===== config.mk =====
export PLATFORM = sky130hd
export DESIGN_NAME = nm_shift_multiplier_flat
export DESIGN_NICKNAME = d
export VERILOG_FILES = /design/src/rtl/nm_shift_multiplier_if.sv /design/src/rtl/nm_shift_multiplier.sv /design/src/flat_wrapper.sv
export SDC_FILE = /design/constraint.sdc
export NUM_CORES = 1
export LEC_CHECK = 0
export CORE_MARGIN = 1
export CORE_UTILIZATION = 49
export DETAILED_ROUTE_END_ITERATION = 8
export GPL_TIMING_DRIVEN = 0
export PLACE_DENSITY_LB_ADDON = 0.2
export SYNTH_ARGS = -nofsm -noshare
export SYNTH_HDL_FRONTEND = slang
export SYNTH_SLANG_ARGS = --single-unit

===== constraint.sdc =====
create_clock -name clk -period 3 [get_ports clk]
set_clock_uncertainty 0.2 [all_clocks]
set_input_delay 0.3 -clock clk [delete_from_list [all_inputs] [get_ports clk]]
set_output_delay 0.3 -clock clk [all_outputs]
set_load 0.05 [all_outputs]

===== src/rtl/nm_shift_multiplier_if.sv =====
// Handshake and operand/result bundle for the shift-and-add multiplier.
// The requester (master) drives start and the operands; the multiplier (slave) returns the result.
interface nm_shift_multiplier_if #(
  parameter int WIDTH = 23
);
  logic                 start;
  logic [WIDTH-1:0]     a_mag;
  logic [WIDTH-1:0]     b_mag;
  logic                 sign_a;
  logic                 sign_b;
  logic                 busy;
  logic                 done;
  logic [2*WIDTH-1:0]   product;
  logic                 product_sign;

  modport master (
    output start, a_mag, b_mag, sign_a, sign_b,
    input  busy, done, product, product_sign
  );

  modport slave (
    input  start, a_mag, b_mag, sign_a, sign_b,
    output busy, done, product, product_sign
  );
endinterface


===== src/rtl/nm_shift_multiplier.sv =====
// Sequential shift-and-add multiplier on unsigned magnitudes, one partial product per clock.
// The result is sign-magnitude; a zero product always carries a positive sign.
module nm_shift_multiplier #(
  parameter int WIDTH = 23
) (
  input  logic                  clk,
  input  logic                  rst,
  nm_shift_multiplier_if.slave  bus
);

  localparam int CNT_W = $clog2(WIDTH);

  typedef enum logic [1:0] {
    IDLE = 2'd0,
    RUN  = 2'd1,
    DONE = 2'd2
  } state_t;

  state_t               state;
  state_t               state_next;
  logic [CNT_W-1:0]     cnt;
  logic [WIDTH-1:0]     mcand;
  // {carry, upper, lower}: the carry bit keeps the upper add from losing its MSB
  logic [2*WIDTH:0]     acc;
  logic [2*WIDTH:0]     acc_step;
  logic [WIDTH:0]       upper_sum;
  logic                 sign_r;
  logic                 last_iter;
  logic [2*WIDTH-1:0]   product_r;
  logic                 product_sign_r;

  function automatic logic result_sign(input logic s, input logic [2*WIDTH-1:0] mag);
    return s & (|mag);
  endfunction

  always_comb begin
    upper_sum = acc[2*WIDTH:WIDTH];
    if (acc[0]) begin
      upper_sum = acc[2*WIDTH:WIDTH] + {1'b0, mcand};
    end
    acc_step  = {1'b0, upper_sum, acc[WIDTH-1:1]};
    last_iter = (cnt == CNT_W'(WIDTH - 1));
  end

  always_ff @(posedge clk or negedge rst) begin
    if (!rst) begin
      state <= IDLE;
    end else begin
      state <= state_next;
    end
  end

  always_comb begin
    state_next = state;
    case (state)
      IDLE:    if (bus.start) state_next = RUN;
      RUN:     if (last_iter) state_next = DONE;
      DONE:    state_next = IDLE;
      default: state_next = IDLE;
    endcase
  end

  always_ff @(posedge clk or negedge rst) begin
    if (!rst) begin
      cnt            <= '0;
      mcand          <= '0;
      acc            <= '0;
      sign_r         <= 1'b0;
      product_r      <= '0;
      product_sign_r <= 1'b0;
    end else begin
      case (state)
        IDLE: begin
          if (bus.start) begin
            mcand  <= bus.a_mag;
            acc    <= {{(WIDTH + 1){1'b0}}, bus.b_mag};
            sign_r <= bus.sign_a ^ bus.sign_b;
            cnt    <= '0;
          end
        end
        RUN: begin
          acc <= acc_step;
          cnt <= cnt + CNT_W'(1);
          // Result registers only move on the final iteration, so they hold through the next run
          if (last_iter) begin
            product_r      <= acc_step[2*WIDTH-1:0];
            product_sign_r <= result_sign(sign_r, acc_step[2*WIDTH-1:0]);
          end
        end
        default: ;
      endcase
    end
  end

  assign bus.busy         = (state == RUN);
  assign bus.done         = (state == DONE);
  assign bus.product      = product_r;
  assign bus.product_sign = product_sign_r;

endmodule


===== src/flat_wrapper.sv =====
// flat-port wrapper written by rule: the top's interface ports become plain ports
module nm_shift_multiplier_flat 
#(
  parameter int WIDTH = 23
)
  (clk, rst, bus_start, bus_a_mag, bus_b_mag, bus_sign_a, bus_sign_b, bus_busy, bus_done, bus_product, bus_product_sign);
  nm_shift_multiplier_if #(.WIDTH(WIDTH)) bus_i ();
  input  logic clk;
  input  logic rst;
  input wire logic [$bits(bus_i.start)-1:0] bus_start;
  input wire logic [$bits(bus_i.a_mag)-1:0] bus_a_mag;
  input wire logic [$bits(bus_i.b_mag)-1:0] bus_b_mag;
  input wire logic [$bits(bus_i.sign_a)-1:0] bus_sign_a;
  input wire logic [$bits(bus_i.sign_b)-1:0] bus_sign_b;
  output wire logic [$bits(bus_i.busy)-1:0] bus_busy;
  output wire logic [$bits(bus_i.done)-1:0] bus_done;
  output wire logic [$bits(bus_i.product)-1:0] bus_product;
  output wire logic [$bits(bus_i.product_sign)-1:0] bus_product_sign;
  assign bus_i.start = bus_start;
  assign bus_i.a_mag = bus_a_mag;
  assign bus_i.b_mag = bus_b_mag;
  assign bus_i.sign_a = bus_sign_a;
  assign bus_i.sign_b = bus_sign_b;
  assign bus_busy = bus_i.busy;
  assign bus_done = bus_i.done;
  assign bus_product = bus_i.product;
  assign bus_product_sign = bus_i.product_sign;
  nm_shift_multiplier #(.WIDTH(WIDTH)) u_core (.clk(clk), .rst(rst), .bus(bus_i));
endmodule

* Yosys cells after proc, flatten, opt, wreduce, memory -nomap -nowiden
Index checks and enable logic that the tools add are counted.
Word-level totals: bits of input ports 51, memory bits (read-only) 0, latch bits 0, register bits after elaboration 125, memory bits (writable) 0, memories 0, output and inout bits 49
Cells by class: shifts and indexed selects 0, divide/modulo/power cells 0, magnitude comparators 0, equality and inequality tests 5, reductions and logical operators 7, $add $sub $neg 2, bitwise gates (word level) 2, muxes and demuxes 8, multiply operators 0
Operators with widths (number):
- $pmux W47 S2 | 1
- $mux W47 | 1
- $reduce_or A46 Y1 | 1
- $add A24 B23 Y24 | 1
- $mux W24 | 1
- $pmux W5 S2 | 1
- $reduce_and A2 Y1 | 4
- $add A5 B1 Y5 const B | 1
- $eq A5 B5 Y1 const B | 1
- $mux W5 | 1
- $mux W2 | 2
- $pmux W2 S2 | 1
- $eq A2 B1 Y1 const B | 1
- $eq A2 B2 Y1 const B | 1
- $logic_not A2 Y1 | 1
- $ne A2 B1 Y1 const B | 1
- $ne A2 B2 Y1 const B | 1
- $reduce_bool A2 Y1 | 1
- $and A1 B1 Y1 | 1
- $xor A1 B1 Y1 | 1

* Logic depth before layout (Yosys ltp)
Gate-level depths: netlist of the first run.
word-level depth 4, gate-level depth with buffers 12, gate-level depth less buffers 12

* Worst setup path before layout of the first run
No wires, ideal clock.
path kind register to register, start reg u_core.acc[23], end reg u_core.product_sign_r (netlist: u_core.bus.product_sign), setup slack -0.084 ns, arrival 2.750 ns, data required time 2.666 ns, cell stages (with the launch flop) 13, path buffers 0, period minus slack after synthesis 3.084 ns, cell sequence dfrtp_1 -> ha_1 -> fa_1 -> a211oi_1 -> o21ai_2 -> a41o_4 -> a41oi_2 -> xnor2_1 -> mux2i_1 -> o2111ai_1 -> nor4bb_1 -> and4_1 -> a31oi_1
Between the ends: cells in the longest elaborated chain, start to end 4
RTL lines:
- start: declaration | RTL line nm_shift_multiplier.sv:24 | logic [2*WIDTH:0] acc;
- start signal: assignment | RTL line nm_shift_multiplier.sv:76 | acc <= {{(WIDTH + 1){1'b0}}, bus.b_mag};
- start signal: assignment | RTL line nm_shift_multiplier.sv:82 | acc <= acc_step;
- $add A24 B23 Y24 | RTL line nm_shift_multiplier.sv:39 | upper_sum = acc[2*WIDTH:WIDTH] + {1'b0, mcand};
- $mux W24 * | RTL line nm_shift_multiplier.sv:38 | if (acc[0]) begin
- $reduce_or A46 Y1 * | RTL line nm_shift_multiplier.sv:33 | return s & (|mag);
- $and A1 B1 Y1 * | RTL line nm_shift_multiplier.sv:33
- end signal: assignment | RTL line nm_shift_multiplier.sv:87 | product_sign_r <= result_sign(sign_r, acc_step[2*WIDTH-1:0]);
- end: declaration | RTL line nm_shift_multiplier.sv:30 | logic product_sign_r;
Mark *: on every way between the ends. The rest lies on a longest branch, timed or not. A chain may end at the register's enable or synchronous reset.

* Final worst setup path of the first run
Ends and elaborated chain as after synthesis.

==> out/results.ini, run 1 <==
[status]
outcome=finished with violations
violations=setup timing

[clock_tree]
cts_max_level=4
clk_pin_slew_ns=0.06
cts_tree=built
worstSkewPairLatency_ns=0.43
cts-root-buf=clkbuf_16
cts.path.max_buffers=2
cts_buffers=17
clkSinkCount=124

[pwr]
p_seq_share_pct=26.4
p_switching_uw=5460
p_leak_uw=0.00380
netSwitchingFraction_pct=46.4
comb_power_share_pct=56.0
cell_internal_pwr_uw=6310
ir_worst_vdd_mv=0.619
power_frac_clock_pct=17.6
p_per_area_mw_per_mm2=1380

[detailed_routing]
drt_pre_antenna_iters=5
drc=0
wl_per_cell_um=17.4
drtIter0Drc=421
viasPerCell=5.62
dr_total_vias=5683
postRouteAntennaNets=0
finalWirelength_um=17600

[die]
io_pins=100
initial_core_util_pct=50.3
die_w_um=116
coreArea_sq_mm=0.0126
rows=41
die_h_um=116
dieArea_sq_mm=0.0134

[worst_setup_path]
cp-end-kind=flop
critical_path_arrival_ns=3.55
required_ns=3.09
ff2ff_setup_slack_ns=-0.46
r2r_start=u_core.acc[23]
critPathLaunch=u_core.acc[23]
cp-start-kind=flop
crit_type=flop to flop
path_max_fanout=3

[place]
dp_hpwl_um=12100
gp_congestion=0.894
preCtsSetupSlack_ns=-0.583
portBuffers=99

[flow_run]
maxCapViolCount=0

[synth]
synth_edf_count=0
ys_ff_latch=124
ys_seq_area_share_pct=48.9
syn_nets=772
avgSynthCellArea_sq_um=9.13
synthFlopType=dfrtp_1
synth_cell_types=64
yosysWarningCount=0
synthCells=695
synthesis.area_sq_mm=0.00634
async_reset_ff_share_pct=100

[final_layout]
fillers=1068
area_delta_synth_final_pct=34.5
final_nets=904
final_common_cell=nand2_1
final_util_pct=67.6
diodes=0
drive_above_1_share_pct=13.6
most-common-layout-cells=nand2_1, dfrtp_1, clkdlybuf4s50_1

[grt]
antenna_found_initial=0
grt_first_pass_wirelength_um=27600
grt_pass1_vias=5445
grt_max_degree=73
grt_overflow_total=0
grt_usage_pct=27.4

[sta]
setup_ws_ns=-0.464
finalHoldViolCount=0
fin_tns_setup_ns=-1.48
setup_viol=7
fin_crit_ns=3.46
final_max_slew_viol_count=0
worstMarginPinSlew_ns=0.611
slew_headroom_pct=59.3
fin_crit_sh_pct=115
max_freq_mhz=289
rsz0062_at_grt=true

[worst_hold_path]
min_path_type=input pin to async pin

[cell usage after synthesis (all sizes together) (2+ instances only)]
| cell type | instances | share of area [%] |
|---|---|---|
| clkbuf | 28 | 1.8 |
| o311ai | 2 | 0.39 |
| or3 | 3 | 0.30 |
| a31oi | 3 | 0.53 |
| xor2 | 6 | 0.83 |
| xnor2 | 10 | 1.4 |
| o21ai | 66 | 5.3 |
| a211oi | 6 | 0.79 |
| nor4 | 6 | 0.59 |
| dfrtp | 124 | 49 |
| mux2i | 18 | 2.8 |
| a221o | 3 | 0.47 |
| nand2b | 6 | 0.59 |
| and3 | 3 | 0.37 |
| buf | 9 | 0.91 |
| a21oi | 21 | 1.7 |
| o211ai | 2 | 0.45 |
| a21o | 10 | 1.2 |
| nand4 | 7 | 0.69 |
| o31ai | 2 | 0.24 |
| nor2b | 2 | 0.20 |
| ha | 25 | 4.9 |
| a41o | 2 | 0.49 |
| a22oi | 21 | 2.5 |
| and2 | 4 | 0.45 |
| o221ai | 2 | 0.28 |
| nor2 | 12 | 0.71 |
| nor4bb | 2 | 0.32 |
| and4 | 5 | 0.71 |
| nand2 | 231 | 14 |
| o22ai | 2 | 0.20 |
| nor3 | 4 | 0.47 |
| inv | 7 | 0.41 |
| nand3 | 27 | 2.1 |
[repair_timing]
item                                    CTS  global route
gates resized for setup                  18            45
hold endpoints to repair                 52             0
setup buffers                             7             7
pin swaps                                12            16
endpoints found under the setup margin   12            15
hold buffers                              1             0
[worst paths after layout]
| path | end | cells after the start |
|---|---|---|
| worst max-delay path | u_core.bus.product_sign | 12 |
| worst max register to register | u_core.bus.product_sign | 12 |
| min in group clk | u_core.mcand[21] | 3 |
| max in group asynchronous | u_core.bus.product[44] | 3 |
| worst min register to register | u_core.bus.product[5] | 2 |
| worst min-delay path | u_core.mcand[5] | 2 |
[power by group through the flow]
stage	combinational (uW)	sequential (uW)	clock, uW
floorplan	3280	3790	0
global placement	5540	3060	0
detailed placement	5680	3080	0
CTS	5990	3070	2100
global route	7120	3190	2180
finish	6590	3100	2070
[cell type report]
type | instances | area, sq um | share of cell area, %
multi-input combinational | 525 | 3290 | 38.5
inverter | 8 | 30.0 | 0.352
buffer | 37 | 173 | 2.02
tap | 172 | 215 | 2.52
sequential | 124 | 3100 | 36.4
clock inverter | 14 | 156 | 1.83
timing repair buffer | 114 | 1130 | 13.2
clock buffer | 18 | 439 | 5.15
[kinds of logic (layout without fill, tap and decap cells)]
kind of cell               Yosys count  count (layout)  share of synthesized area (%)
and+or+nand+nor                    315             315                           21.6
DFF                                124             124                           48.9
buffers and inverters               46             191                           3.37
muxes                               19              19                           3.02
adders and majority gates           26              26                           5.25
AOI/OAI and AO/OA                  149             149                           15.6
xor gates and xnor gates            16              16                           2.21
[worst max-delay path, stage by stage, from the launching register on]
cell,delay (ns)
dfrtp_1,0.39
ha_2,0.21
fa_2,0.38
a211oi_2,0.27
o21ai_2,0.13
a41o_4,0.26
a31oi_4,0.22
xnor2_1,0.10
mux2i_2,0.28
o2111ai_2,0.21
nor4bb_4,0.34
and4_1,0.26
a31oi_1,0.10
[routing by layer]
layer / wire [um] / part of all wire [%] / track usage, % / up-vias
met5: 0 / 0 / 0 / -
met4: 471 / 2.7 / 13.2 / 0
met3: 1130 / 6.4 / 6.64 / 37
met2: 8440 / 48 / 43.2 / 205
met1: 7600 / 43 / 35.7 / 2750
li1: - / - / - / 2691
[sequential cells by signal, indices dropped and copies added (netlist names)]
name                     flops
u_core.state                 2
u_core.acc                  46
u_core.sign_r                1
u_core.bus.product_sign      1
u_core.mcand                23
u_core.bus.product          46
u_core.cnt                   5
[stage by stage]
| step | cell area (sq um) | hold WS, ns | std cells | total power (uW) |
|---|---|---|---|---|
| after floorplan | 6350 | -0.196 | 695 | 7070 |
| after global placement | 7560 | 0.261 | 966 | 8600 |
| after detailed placement | 7590 | 0.0885 | 967 | 8750 |
| after CTS | 8310 | 0.189 | 1007 | 11200 |
| after global routing | 8530 | 0.209 | 1012 | 12500 |
| final | 8530 | 0.201 | 1012 | 11800 |
Power figures use the tool's default switching activity.
==> run 2, diff against run 1 <==
Settings changed: CAP_MARGIN set to 20.
==> results of run 2 <==
Same layout as run 1: the final DEF is identical, and so are final timing and power.
==> run 3, diff against run 2 <==
Settings changed: CTS_CLUSTER_DIAMETER set to 60, GPL_TIMING_DRIVEN 0 to unset, PLACE_DENSITY_LB_ADDON 0.2 to 0.12.
==> out/results.ini, run 3 (same netlist as run 1, synthesis figures left out) <==
[grt]
grt_max_degree=71
grt_first_pass_wirelength_um=28200
grt_usage_pct=27.6
grt_overflow_total=0
antenna_found_initial=0
grt_pass1_vias=5757

[die]
die_h_um=116
io_pins=100
dieArea_sq_mm=0.0134
die_w_um=116
coreArea_sq_mm=0.0126
initial_core_util_pct=50.3
rows=41

[final_layout]
final_common_cell=nand2_1
area_delta_synth_final_pct=39.8
most-common-layout-cells=nand2_1, dfrtp_1, clkdlybuf4s50_1
regArea_sq_mm=0.00310
multiInputGateArea_sq_mm=0.00321
fillers=1001
diodes=0
final_nets=943
final_util_pct=70.3
drive_above_1_share_pct=19.2

[worst_hold_path]
min_path_type=input pin to flop
min_from=bus_a_mag[17]
whs_path_depth=3
holdPathEnd=u_core.mcand[17]

[worst_setup_path]
crit_top_cell=and4_1
r2r-end=u_core.bus.product_sign
crit_type=flop to flop
cp-end-kind=flop
slowest_stage=fa_2
r2r_start=u_core.acc[23]
critical_path_arrival_ns=3.39
ff2ff_setup_slack_ns=-0.29
path_delay_family=simple AND/OR/NAND/NOR gates
cp-start-kind=flop
cp_cell_sequence=ha_2 > fa_2 > mux2i_2 > nand4_1 > nor4_2 > and4_1 > and3_1 > and4_1 > nor4bb_4 > nor4bb_4 > and4_1 > a31oi_1
cp_num_buf_inv=0
rr_worst_depth=12
required_ns=3.10
path_max_fanout=2
cpPeakStageDelay_ns=0.42

[detailed_routing]
finalWirelength_um=17300
top_layer=met4
wl_met1_um=7800
postRouteAntennaNets=0
dr_total_vias=5651
wl_met2_um=8240
wl_per_cell_um=16.4
drt_pre_antenna_iters=5
viasPerCell=5.38
drc=0
wl_met3_um=757
drtIter0Drc=300

[sta]
fin_crit_ns=3.29
worstMarginPinSlew_ns=0.694
final_max_slew_viol_count=0
finalHoldViolCount=0
setup_viol=7
slew_headroom_pct=53.7
setup_ws_ns=-0.288
fin_crit_sh_pct=110
max_freq_mhz=304
rsz0062_at_grt=true

[status]
outcome=finished with violations
violations=setup timing

[pwr]
p_leak_uw=0.00410
p_per_area_mw_per_mm2=1410
p_total_uw=12500
ir_worst_vdd_mv=0.632

[clock_tree]
cts_buffers=17
clk_pin_slew_ns=0.06
worstSkewPairLatency_ns=0.42
clkSinkCount=124
cts_tree=built
cts_max_level=4
cts.path.max_buffers=2
cts-root-buf=clkbuf_16

[flow_run]
maxCapViolCount=0

[place]
dp_hpwl_um=11600
portBuffers=99
gp_congestion=0.855

==> run 3: routing by layer <==
layer,global-route usage [%],up-vias
met4,12.2,0
met5,0,-
li1,-,2745
met1,35.1,2724
met3,6.59,35
met2,44.8,147
==> run 3: worst max-delay path by stage <==
stage / startpoint / endpoint / slack (ns) / cells past startpoint
after CTS: u_core.mcand[0] / u_core.bus.product_sign / -0.35 / 12
final: u_core.acc[23] / u_core.bus.product_sign / -0.29 / 12
after floorplan: u_core.acc[23] / u_core.bus.product_sign / 0.02 / 12
after detailed placement: u_core.acc[23] / u_core.bus.product_sign / -0.47 / 12
after global routing: u_core.acc[23] / u_core.bus.product_sign / -0.47 / 12
after global placement: u_core.acc[23] / u_core.bus.product_sign / -0.40 / 12
==> run 3: power by group <==
part / switching [uW] / internal, uW / total [uW]
combinational: 4070 / 3210 / 7280
clock: 752 / 1400 / 2160
sequential: 588 / 2450 / 3040
==> run 3: stage by stage <==
stage	worst slack (ns)	std cells	cell area, sq um	TNS [ns]	hold slack (ns)
after global routing	-0.471	1050	8870	-1.79	0.196
after floorplan	0.0232	695	6350	0	-0.196
final	-0.288	1050	8870	-0.618	0.204
after CTS	-0.350	1044	8730	-1.19	0.196
after detailed placement	-0.465	1008	8000	-2.07	0.175
after global placement	-0.401	1008	8000	-1.60	0.172
==> run 3: area by class of cell <==
type                       count  share of cell area, %
multi-input combinational    525                   36.2
sequential                   124                   35.0
timing repair buffer         190                   19.1
clock buffer                  20                   5.04
tap                          172                   2.43
clock inverter                11                   1.89
inverter                       8                  0.339
==> run 3: tightest hold or removal path: stages <==
cell and delay, ns:
clkdlybuf4s50_1 0.39, nand2_1 0.05, nand2_1 0.04
==> run 3: repair_timing <==
| action | 4_1_cts | 5_1_grt |
|---|---|---|
| gates resized for setup | 22 | 23 |
| setup buffers | 4 | 6 |
| endpoints found under the hold margin | 45 | 0 |
| pin swaps | 14 | 20 |
| endpoints found under the setup margin | 11 | 15 |
| hold buffers | 1 | 0 |
